==> src/rtl/ex_operand_stage.sv <==
// ID/EX operand stage: registers the ID instruction, forwards from EX/MEM
// and MEM/WB, selects PC/imm operands and holds while the ALU bubbles.
// Ports: clk, rst (sync, active-high); id_* decoded instruction in;
// flush; alu_insert_bubble; exmem_*/memwb_* forwarding sources;
// left_operand/right_operand/alu_op/alu_inv_res to the ALU;
// ex_store_data, ex_rd_addr, ex_reg_write to EX/MEM;
// ex_fire, stall_id, stall_cycles.
// Optional macro EX_STALL_CNT_EN: enables the saturating stall_cycles counter.

package ex_operand_pkg;
    typedef enum logic [3:0] {
        ALU_ADD  = 4'd0,
        ALU_SUB  = 4'd1,
        ALU_SLL  = 4'd2,
        ALU_SLT  = 4'd3,
        ALU_SLTU = 4'd4,
        ALU_XOR  = 4'd5,
        ALU_SRL  = 4'd6,
        ALU_SRA  = 4'd7,
        ALU_OR   = 4'd8,
        ALU_AND  = 4'd9,
        ALU_MUL  = 4'd10,
        ALU_MULH = 4'd11,
        ALU_DIV  = 4'd12,
        ALU_DIVU = 4'd13,
        ALU_REM  = 4'd14,
        ALU_REMU = 4'd15
    } alu_op_t;
endpackage

module ex_operand_stage
    import ex_operand_pkg::*;
#(
    parameter int DATA_W     = 32,
    parameter int REG_ADDR_W = 5
) (
    input  logic                  clk,
    input  logic                  rst,
    input  logic                  id_valid,
    input  logic [REG_ADDR_W-1:0] id_rs1_addr,
    input  logic [REG_ADDR_W-1:0] id_rs2_addr,
    input  logic [DATA_W-1:0]     id_rs1_data,
    input  logic [DATA_W-1:0]     id_rs2_data,
    input  logic [DATA_W-1:0]     id_imm,
    input  logic [DATA_W-1:0]     id_pc,
    input  logic                  id_use_pc,
    input  logic                  id_use_imm,
    input  alu_op_t               id_alu_op,
    input  logic                  id_alu_inv_res,
    input  logic [REG_ADDR_W-1:0] id_rd_addr,
    input  logic                  id_reg_write,
    input  logic                  flush,
    input  logic                  alu_insert_bubble,
    input  logic                  exmem_reg_write,
    input  logic [REG_ADDR_W-1:0] exmem_rd_addr,
    input  logic [DATA_W-1:0]     exmem_data,
    input  logic                  memwb_reg_write,
    input  logic [REG_ADDR_W-1:0] memwb_rd_addr,
    input  logic [DATA_W-1:0]     memwb_data,
    output logic [DATA_W-1:0]     left_operand,
    output logic [DATA_W-1:0]     right_operand,
    output alu_op_t               alu_op,
    output logic                  alu_inv_res,
    output logic [DATA_W-1:0]     ex_store_data,
    output logic [REG_ADDR_W-1:0] ex_rd_addr,
    output logic                  ex_reg_write,
    output logic                  ex_fire,
    output logic                  stall_id,
    output logic [31:0]           stall_cycles
);

    logic                  valid_q;
    logic                  rw_q;
    logic                  inv_q;
    logic                  use_pc_q;
    logic                  use_imm_q;
    alu_op_t               op_q;
    logic [REG_ADDR_W-1:0] rd_q;
    logic [REG_ADDR_W-1:0] rs1_a_q;
    logic [REG_ADDR_W-1:0] rs2_a_q;
    logic [DATA_W-1:0]     pc_q;
    logic [DATA_W-1:0]     imm_q;
    logic [DATA_W-1:0]     rs1_d_q;
    logic [DATA_W-1:0]     rs2_d_q;
    logic [DATA_W-1:0]     rs1_res;
    logic [DATA_W-1:0]     rs2_res;

    // EX/MEM beats MEM/WB as it is the younger producer; x0 never forwards.
    always_comb begin
        rs1_res = rs1_d_q;
        rs2_res = rs2_d_q;
        if (exmem_reg_write && exmem_rd_addr == rs1_a_q && rs1_a_q != '0)
            rs1_res = exmem_data;
        else if (memwb_reg_write && memwb_rd_addr == rs1_a_q && rs1_a_q != '0)
            rs1_res = memwb_data;
        if (exmem_reg_write && exmem_rd_addr == rs2_a_q && rs2_a_q != '0)
            rs2_res = exmem_data;
        else if (memwb_reg_write && memwb_rd_addr == rs2_a_q && rs2_a_q != '0)
            rs2_res = memwb_data;
    end

    always_ff @(posedge clk) begin
        if (rst || (!alu_insert_bubble && (!id_valid || flush))) begin
            valid_q   <= 1'b0;
            rw_q      <= 1'b0;
            inv_q     <= 1'b0;
            use_pc_q  <= 1'b0;
            use_imm_q <= 1'b0;
            op_q      <= ALU_ADD;
            rd_q      <= '0;
            rs1_a_q   <= '0;
            rs2_a_q   <= '0;
            pc_q      <= '0;
            imm_q     <= '0;
            rs1_d_q   <= '0;
            rs2_d_q   <= '0;
        end else if (alu_insert_bubble) begin
            // Latch back resolved sources so a producer retiring during
            // the hold is not lost; the operands stay bit-stable.
            rs1_d_q <= rs1_res;
            rs2_d_q <= rs2_res;
            if (flush) begin
                valid_q <= 1'b0;
                rw_q    <= 1'b0;
            end
        end else begin
            valid_q   <= 1'b1;
            rw_q      <= id_reg_write;
            inv_q     <= id_alu_inv_res;
            use_pc_q  <= id_use_pc;
            use_imm_q <= id_use_imm;
            op_q      <= id_alu_op;
            rd_q      <= id_rd_addr;
            rs1_a_q   <= id_rs1_addr;
            rs2_a_q   <= id_rs2_addr;
            pc_q      <= id_pc;
            imm_q     <= id_imm;
            rs1_d_q   <= id_rs1_data;
            rs2_d_q   <= id_rs2_data;
        end
    end

    assign left_operand  = use_pc_q ? pc_q : rs1_res;
    assign right_operand = use_imm_q ? imm_q : rs2_res;
    assign ex_store_data = rs2_res;
    assign alu_op        = op_q;
    assign alu_inv_res   = inv_q;
    assign ex_rd_addr    = rd_q;
    assign ex_reg_write  = rw_q;
    assign ex_fire       = valid_q & ~alu_insert_bubble;
    assign stall_id      = alu_insert_bubble;

`ifdef EX_STALL_CNT_EN
    logic [31:0] cnt_q;

    always_ff @(posedge clk) begin
        if (rst)
            cnt_q <= '0;
        else if (alu_insert_bubble && cnt_q != 32'hFFFF_FFFF)
            cnt_q <= cnt_q + 32'd1;
    end

    assign stall_cycles = cnt_q;
`else
    assign stall_cycles = 32'd0;
`endif

endmodule

==> config.mk <==
export PLATFORM = sky130hd
export DESIGN_NAME = ex_operand_stage
export DESIGN_NICKNAME = d
export VERILOG_FILES = /design/src/rtl/ex_operand_stage.sv
export SDC_FILE = /design/constraint.sdc
export NUM_CORES = 1
export LEC_CHECK = 0
export ABC_AREA = 1
export CAP_MARGIN = 10
export CORE_AREA = 2 2 147 149
export CTS_CLUSTER_SIZE = 24
export DETAILED_ROUTE_END_ITERATION = 12
export DIE_AREA = 0 0 149 151
export HOLD_SLACK_MARGIN = 0.02
export PLACE_DENSITY_LB_ADDON = 0.15
export SKIP_CTS_REPAIR_TIMING = 1
export SYNTH_ARGS = -nofsm -noshare
export SYNTH_HDL_FRONTEND = slang
export SYNTH_SLANG_ARGS = --single-unit
==> constraint.sdc <==
create_clock -name clk -period 4.45 [get_ports clk]
set_input_delay 0.89 -clock clk [delete_from_list [all_inputs] [get_ports clk]]
set_output_delay 0.89 -clock clk [all_outputs]
set_load 0.005 [all_outputs]
## Yosys cells after proc, flatten, opt, wreduce, memory -nomap -nowiden

Index checks and enable logic that the tools add are counted.

| word-level totals | value |
|---|---|
| flip-flop bits (word level) | 152 |
| bits of input ports | 232 |
| output and inout bits | 141 |
| logic and storage cells | 46 |

| operators by class | value |
|---|---|
| equality and inequality tests | 5 |
| multiplexer cells | 11 |
| bitwise operators | 2 |
| reduce and logical (&&, ||, !) cells | 15 |

Operators by type and width:

| operator | count |
|---|---|
| 32-bit 2-to-1 mux | 8 |
| 5-bit == test | 4 |
| 5-bit nonzero test | 2 |
| 1-bit logical AND | 9 |
| 1-bit 2-to-1 mux | 3 |
| 1-bit zero test | 2 |
| 1-bit logical OR | 2 |
| 2-bit inequality test, second input constant | 1 |
| 1-bit bitwise AND | 1 |
| 1-bit inverter | 1 |

## Longest topological paths before layout

Gate-level depths: netlist of the first run.

| depth | value |
|---|---|
| depth in word-level cells | 6 |
| gate-level depth with buffers | 13 |
| mapped depth without buffers | 12 |

## Worst setup path before layout of the first run

No wires, ideal clock.

| timing path | value |
|---|---|
| kind | input to output |
| start point | input port memwb_rd_addr[1] |
| end point | output port right_operand[21] |
| data arrival time | 1.812 ns |
| required time | 3.560 ns |
| setup slack | 1.748 ns |
| stages on the path | 11 |
| path buffers | 1 |
| cell sequence | inv_1 -> nand2_1 -> nand3_1 -> nor2_4 -> nand2_4 -> buf_4 -> nand2_1 -> nand3_2 -> nand2_2 -> nand2_1 -> nand2_1 |

| on the way | value |
|---|---|
| longest elaborated chain between the ends | 6 |

Ends and longest elaborated chain:

| item | RTL line | source |
|---|---|---|
| start: declaration | 58 | `input logic [REG_ADDR_W-1:0] memwb_rd_addr,` |
| 5-bit == test | 98 | `else if (memwb_reg_write && memwb_rd_addr == rs2_a_q && rs2_a_q != '0)` |
| 1-bit logical AND (2 in series) | 98 |  |
| 32-bit 2-to-1 mux | 98 |  |
| 32-bit 2-to-1 mux | 96 | `if (exmem_reg_write && exmem_rd_addr == rs2_a_q && rs2_a_q != '0)` |
| via ex_store_data[21] | 64 | `output logic [DATA_W-1:0] ex_store_data,` |
| 32-bit 2-to-1 mux | 144 | `assign right_operand = use_imm_q ? imm_q : rs2_res;` |
| end: declaration | 61 | `output logic [DATA_W-1:0] right_operand,` |

The timed path passes the listed nets, and every way through them passes these cells.

## Final worst setup path of the first run

| timing path | value |
|---|---|
| start point | input port exmem_rd_addr[2] |
| end point | output port left_operand[24] |

| on the way | value |
|---|---|
| longest elaborated chain between the ends | 5 |

Ends and longest elaborated chain:

| item | RTL line | source |
|---|---|---|
| start: declaration | 55 | `input logic [REG_ADDR_W-1:0] exmem_rd_addr,` |
| 5-bit == test | 92 | `if (exmem_reg_write && exmem_rd_addr == rs1_a_q && rs1_a_q != '0)` |
| 1-bit logical AND (2 in series) | 92 |  |
| 32-bit 2-to-1 mux | 92 |  |
| 32-bit 2-to-1 mux | 143 | `assign left_operand = use_pc_q ? pc_q : rs1_res;` |
| end: declaration | 60 | `output logic [DATA_W-1:0] left_operand,` |

No other way between the ends.

==> key figures, run 1 <==
Status
  • Status: completed

Route
  • Wirelength per Cell: 15.19 µm
  • Final WL: 32650 µm
  • First-pass DRT Iterations: 6
  • # DRC: 0
  • Vias per cell: 4.860
  • Via count: 10450
  • Antenna viol nets, final: 0
  • Initial DRC count: roughly 650

Worst setup path
  • CP Max Fanout: 12
  • Setup Crit Path Kind: in2out
  • Largest stage delay on the critical path: 0.50 ns
  • Slowest CP cell: clkdlybuf4s50_1
  • Crit start category: input pin
  • Worst Path Required: 3.56 ns
  • Critical-path cell list: clkdlybuf4s50_1, xnor2_1, nand3_1, nor2_1, nand2_2, inv_2, buf_4, nand2_1, nand2_1, nand2_1, nand2_1, clkdlybuf4s50_1
  • RR Startpoint: rs1_a_q[2]
  • Worst setup startpoint: exmem_rd_addr[2]
  • Critical path's most frequent cell: nand2_1
  • CP arrival: between 3 and 4 ns
  • CP Capture Type: primary output

Clock network
  • Clock sinks: 152
  • Max Root-Sink Buffers: 2
  • Clk slew on worst S/H paths: 0.07 ns
  • CTS root buf: clkbuf_16
  • H-tree level count: 4
  • TritonCTS clock tree: yes
  • Total CTS buffers: 17
  • Worst-skew pair later-pin latency: 0.42 ns

Worst hold path
  • Tightest Hold Check Type: reg2reg
  • Hold path start: pc_q[15]

Synth
  • Syn_area_per_cell: 5.897 µm²
  • EDFF count, synth: 0
  • Warning count from the yosys run: 0
  • Share of the yosys chip area belonging to registers: about a third
  • Cells after Synth: 1576
  • Synth top area cells: dfxtp_1 (33%), nand2_1 (26%), nand3_1 (9.0%)
  • Yosys cell types: 26
  • Top-count cell post-synth: nand2_1
  • Dominant synthesized flop cell: dfxtp_1
  • Asr flop ratio synth: 0%
  • Area share of the largest cell type after synthesis: 32.74%
  • Dominant cell type by area after synthesis: dfxtp_1
  • Synth Register Bits: 152
  • Post-synth top cells: nand2_1 (644), inv_1 (177), nand3_1 (167)
  • Mapped Area: 9294 µm²

Floorplanning
  • Die ar.: 22500 µm²
  • Placement Rows: 53
  • Core footprint: 20820 µm²
  • Die Y: 151 µm
  • Die width: about 150 µm
  • IO Pins: 373
  • Initial Util: 44.63%

Placed design
  • Placed Instances: approximately 2100
  • Pre-CTS setup slack: 0.2127 ns
  • Post-DP Area: 12650 µm²
  • Detailed placer's ending HPWL: approximately 23000 µm
  • RePlAce Congestion: 0.8901
  • PortBufs: 340

Timing
  • Final worst path period need: 4.146 ns
  • Fin crit share: 93.17%
  • Unrepaired setup endpoints after global routing: false
  • Min Hold Slack: ~0.46 ns
  • Setup_tns: 0 ns
  • Peak Freq: 0.2412 GHz
  • Max-slew violation count: 0
  • Hold Fails Final Rpt: 0
  • Final setup fails: 0
  • Worst slew pin tran: around 1.2 ns
  • Slew headroom: 22.16%
  • Clk_skew: between 0.009 and 0.01 ns
  • Worst setup margin: 0.3041 ns

Pwr
  • Lkg Pwr: 6.665 nW
  • Tot Pwr: 3.706 mW
  • Max VDD drop: 0.2573 mV
  • Pwr per Cell Area: 279.3 nW/µm²

Global route
  • Vias in the first global route: ~9600
  • Initial antenna violation count: 4
  • Total track usage: ~28%
  • GRT overflow: 0
  • Largest net degree at the start of global routing: 89
  • First-pass GRT wire length: 49820 µm

Cells and area
  • Final core occ: 63.71%
  • Share of layout cells above drive strength 1: around 6.8%
  • NumNets Final: 2091
  • Area Growth Syn to Fin: 42.73%
  • Fin area: 13270 µm²
  • Final non-filler cell total: 2150
  • Fill cells: 1991

Flow run
  • Max-cap violations: 0
==> state kept, by name, summed over array words and instances, names as in the netlist, 4 cells and up <==
signal      flops
alu_op          4
ex_rd_addr      5
imm_q          32
pc_q           32
rs1_a_q         5
rs1_d_q        32
rs2_a_q         5
rs2_d_q        32
==> final timing paths <==
kind,end,cells after the start,slack [ns]
max,left_operand[24],12,0.30
min,pc_q[15],2,0.46
max reg2reg,rs1_d_q[23],10,2.62
min reg2reg,pc_q[15],2,0.46
==> cell usage in the layout, fill, tap and decap left out, types with 2 or more instances in the layout <==
cell type        count
nor2_1             134
clkinvlp_4           6
inv_2               11
clkbuf_1             3
nor2_4               4
nand2_2             24
nand3_2             31
inv_1              177
buf_4               14
conb_1              32
dfxtp_1            152
clkbuf_16           17
nand2_1            643
a21oi_1             90
diode_2              3
o211ai_1             2
clkinv_2             3
bufinv_16            2
clkdlybuf4s50_1    339
nand4_1              2
nand3_1            167
buf_12               5
nand2_4              2
xnor2_1              2
==> layer usage <==
layer | routed length, µm | share of wire, % | vias up | track usage, %
li1 | - | - | 5276 | -
met1 | 13650 | 42 | 4697 | 34.97
met2 | 15410 | 47 | 420 | 48.00
met3 | 2699 | 8.3 | 55 | 6.205
met4 | 880 | 2.7 | 2 | 10.81
met5 | 7 | 0.021 | - | 0
==> power by group <==
part           switching, mW  internal [mW]
Clock                  0.600          0.840
Sequential            0.0273           1.43
Combinational          0.393          0.418
==> worst max-delay path, delay by kind of cell <==
family	cells	cell delay [ns]
XOR/XNOR	1	0.22
buffers and inverters	4	1.46
AND/OR/NAND/NOR	7	0.67
==> cell type report <==
class                           count  area [µm²]  share of cell area [%]
Multi-Input combinational cell   1138        4945                   37.28
Timing Repair Buffer              360        3637                   27.42
Sequential cell                   152        3043                   22.94
Inverter                          190       714.4                   5.386
Clock buffer                       21       450.4                   3.396
Tap cell                          275       344.1                   2.594
Clock inverter                     11       123.9                  0.9338
Antenna cell                        3       7.507                 0.05659
==> logic make-up (layout without fill, tap and decap cells) <==
logic type	count (synthesis)	in the layout	share of synthesized area (%)
AND/OR/NAND/NOR	1010	1010	46.46
other	1	35	0.04035
AO/OA/AOI/OAI	94	94	5.156
buffers and inverters	317	582	15.41
XOR/XNOR	2	2	0.1885
flip-flops	152	152	32.74
Note: power is estimated with default switching activity, not from simulation.
==> run 2: changes to the inputs <==
--- a/config.mk
+++ b/config.mk
@@ -7,12 +7,13 @@
 export LEC_CHECK = 0
 export ABC_AREA = 1
 export CAP_MARGIN = 10
-export CORE_AREA = 2 2 147 149
+export CORE_AREA = 2 2 145 147
+export CTS_BUF_LIST = sky130_fd_sc_hd__clkbuf_4
 export CTS_CLUSTER_SIZE = 24
 export DETAILED_ROUTE_END_ITERATION = 12
-export DIE_AREA = 0 0 149 151
+export DIE_AREA = 0 0 147 149
 export HOLD_SLACK_MARGIN = 0.02
-export PLACE_DENSITY_LB_ADDON = 0.15
+export PLACE_DENSITY = 0.84
 export SKIP_CTS_REPAIR_TIMING = 1
 export SYNTH_ARGS = -nofsm -noshare
 export SYNTH_HDL_FRONTEND = slang
==> run 2 against run 1 <==
Net effect: critical path depth rose by 1; combinational power fell by 1%; routed wire length fell by 1.2%; die area fell by 2.6%; cell count barely moved; total power fell by 15%; register-to-register slack got worse by 0.06 ns; critical endpoint is now left_operand[0]; largest power group unchanged; highest routed layer is now met4; maximum frequency rose by 0.26%; sequential cell count did not move; first-iteration DRC count fell by 4.2%; critical path type unchanged; largest cell class unchanged.
==> key figures, run 2 (synthesized netlist as in run 1, its figures left out) <==
Status
  • Status: completed

Worst setup path
  • Reg2Reg Depth: 10 (unchanged)
  • Critical-path cell list: clkdlybuf4s50_1, inv_1, a21oi_1, nand2_1, nor2_4, nand2_2, buf_4, nand2_1, nand3_1, nand2_1, nand2_1, nand2_1, clkdlybuf4s50_1
  • Reg2reg setup slack: 2.56 ns (-0.06 ns)
  • CP Max Fanout: 14 (+2)
  • CP Buf/Inv Count: 4 (unchanged)
  • Setup Crit Path Kind: in2out
  • CP arrival: 3.25 ns (about the same)
  • CP Capture Type: primary output
  • CP top delay family: buffers and inverters
  • Worst r2r dst: rs2_d_q[12]
  • Crit. path cell count: 13 (+1)
  • Critical path's most frequent cell: nand2_1
  • Slowest CP cell: clkdlybuf4s50_1
  • Worst setup startpoint: memwb_rd_addr[3]
  • Worst Path Required: 3.56 ns (about the same)
  • Crit start category: input pin
  • End of the critical path: left_operand[0]
  • RR Startpoint: rs2_a_q[3]
  • Largest stage delay on the critical path: 0.52 ns (+0.02 ns)

Cells and area
  • Final non-filler cell total: 2151 (+0.047%)
  • Share of layout cells above drive strength 1: 6.841% (+0.057 points)
  • Area Growth Syn to Fin: 39.26%
  • NumNets Final: 2090 (-0.048%)
  • Commonest non-fill, non-tap cell in the layout: nand2_1
  • Fin area: 12940 µm² (-2.4%)
  • Most frequent cells in the layout: nand2_1 (643), clkdlybuf4s50_1 (339), inv_1 (177)

Pwr
  • Lkg Pwr: 6.508 nW (-2.4%)
  • Pwr per Cell Area: 244.3 nW/µm² (-13%)
  • Tot Pwr: 3.162 mW (-15%)
  • Max VDD drop: 0.1620 mV (-37%)

Placed design
  • Placed Instances: 2113 (-0.047%)
  • Post-DP Area: 12620 µm² (-0.25%)
  • PortBufs: 340 (unchanged)
  • Pre-CTS setup slack: 0.2670 ns (+0.05430 ns)
  • RePlAce Congestion: 0.9065 (+1.8%)
  • Detailed placer's ending HPWL: 23510 µm (+0.26%)

Global route
  • Initial antenna violation count: 6 (+2)
  • Total track usage: 28.87% (+0.65 points)
  • Largest net degree at the start of global routing: 94 (+5.6%)
  • Vias in the first global route: 10055 (+4.6%)
  • GRT overflow: 0 (unchanged)
  • First-pass GRT wire length: 50300 µm (+0.97%)

Timing
  • Clk_skew: 0.03121 ns (+0.02218 ns)
  • Worst setup margin: 0.3148 ns (+0.01073 ns)
  • Max-slew violation count: 0 (unchanged)
  • Peak Freq: 0.2418 GHz (+0.26%)
  • Unrepaired setup endpoints after global routing: false
  • Final setup fails: 0 (unchanged)
  • Setup_tns: 0 ns (unchanged)
  • Hold Fails Final Rpt: 0 (unchanged)
  • Final worst path period need: 4.135 ns (-0.01073 ns)
  • Worst slew pin tran: 0.9829 ns (-0.1835 ns)
  • Fin crit share: 92.93% (-0.24 points)
  • Slew headroom: 34.48% (+12 points)

Clock network
  • Max Root-Sink Buffers: 2 (unchanged)
  • CTS root buf: clkbuf_4
  • Clock sinks: 152 (unchanged)
  • Clk slew on worst S/H paths: 0.14 ns (+0.07 ns)
  • TritonCTS clock tree: yes
  • H-tree level count: 4 (unchanged)
  • Total CTS buffers: 17 (unchanged)
  • Worst-skew pair later-pin latency: 0.59 ns (+0.17 ns)

Flow run
  • Max-cap violations: 0 (unchanged)

Route
  • Antenna viol nets, final: 0 (unchanged)
  • Initial DRC count: 619 (-4.2%)
  • First-pass DRT Iterations: 5 (-1)
  • Via count: 10550 (+0.96%)
  • Vias per cell: 4.905 (+0.91%)
  • Final WL: 32250 µm (-1.2%)
  • Wirelength per Cell: 14.99 µm (-1.3%)
  • # DRC: 0 (unchanged)

Worst hold path
  • Tightest Hold Check Type: reg2reg

Floorplanning
  • Placement Rows: 53 (unchanged)
  • Die Y: 149 µm (-1.3%)
  • Core footprint: 20560 µm² (-1.3%)
  • Initial Util: 45.21% (+0.58 points)
  • Die ar.: 21900 µm² (-2.6%)
  • IO Pins: 373 (unchanged)
  • Die width: 147 µm (-1.3%)
[run 2: changes by cell type in the layout (fill, tap and decap cells not counted), moves of 2 or more]
cell	previous run	this run
clkbuf_1	3	0
clkbuf_16	17	0
inv_6	1	4
clkinv_2	3	1
clkinv_1	1	3
clkbuf_4	0	18
diode_2	3	5
buf_12	5	3
[run 2: how the worst min path moves through the flow]
stage | end | start | cells after the start
6_report | imm_q[19] | imm_q[19] | 2
5_1_grt | imm_q[2] | imm_q[2] | 2
4_1_cts | imm_q[14] | imm_q[14] | 2
3_5_place_dp | imm_q[14] | imm_q[14] | 2
3_3_place_gp | imm_q[4] | imm_q[4] | 2
2_1_floorplan | pc_q[15] | pc_q[15] | 2
[run 2: through the flow]
stage,hold WS (ns),util [%]
global placement,0.4517,61.39
CTS,0.4746,62.76
detailed placement,0.4553,61.39
floorplan,0.4366,-
global route,0.4918,62.96
finish,0.4748,62.96
[run 2: tightest hold or removal path: cells and delay by family, from the launching register on]
kind / cells / cell delay [ns]
compound gates: 1 / 0.05
simple gates: 1 / 0.06
flops: 1 / 0.34
[run 2: routing by layer]
layer | global-route usage (%) | vias to the layer above | part of all wire, %
met5 | 0 | - | 0
met4 | 13.89 | 0 | 3.7
met3 | 7.217 | 71 | 8.4
met2 | 49.84 | 434 | 48
met1 | 33.68 | 4757 | 40
li1 | - | 5288 | -
[run 2: cell type report]
type                    count  area, µm²
diodes                      5      12.51
clock buffers              18      135.1
clock inverters            14      147.6
fillers                  1925       7615
inverters                 190      714.4
multi-input cells        1138       4940
flip-flops and latches    152       3044
well taps                 275      344.1
repair buffers            359       3605
[run 2: where the power goes]
part	internal, mW	leakage [nW]	total, mW	switching (mW)
sequential	1.43	1.25	1.46	0.0318
combinational	0.416	5.13	0.800	0.384
clock	0.341	0.133	0.904	0.562
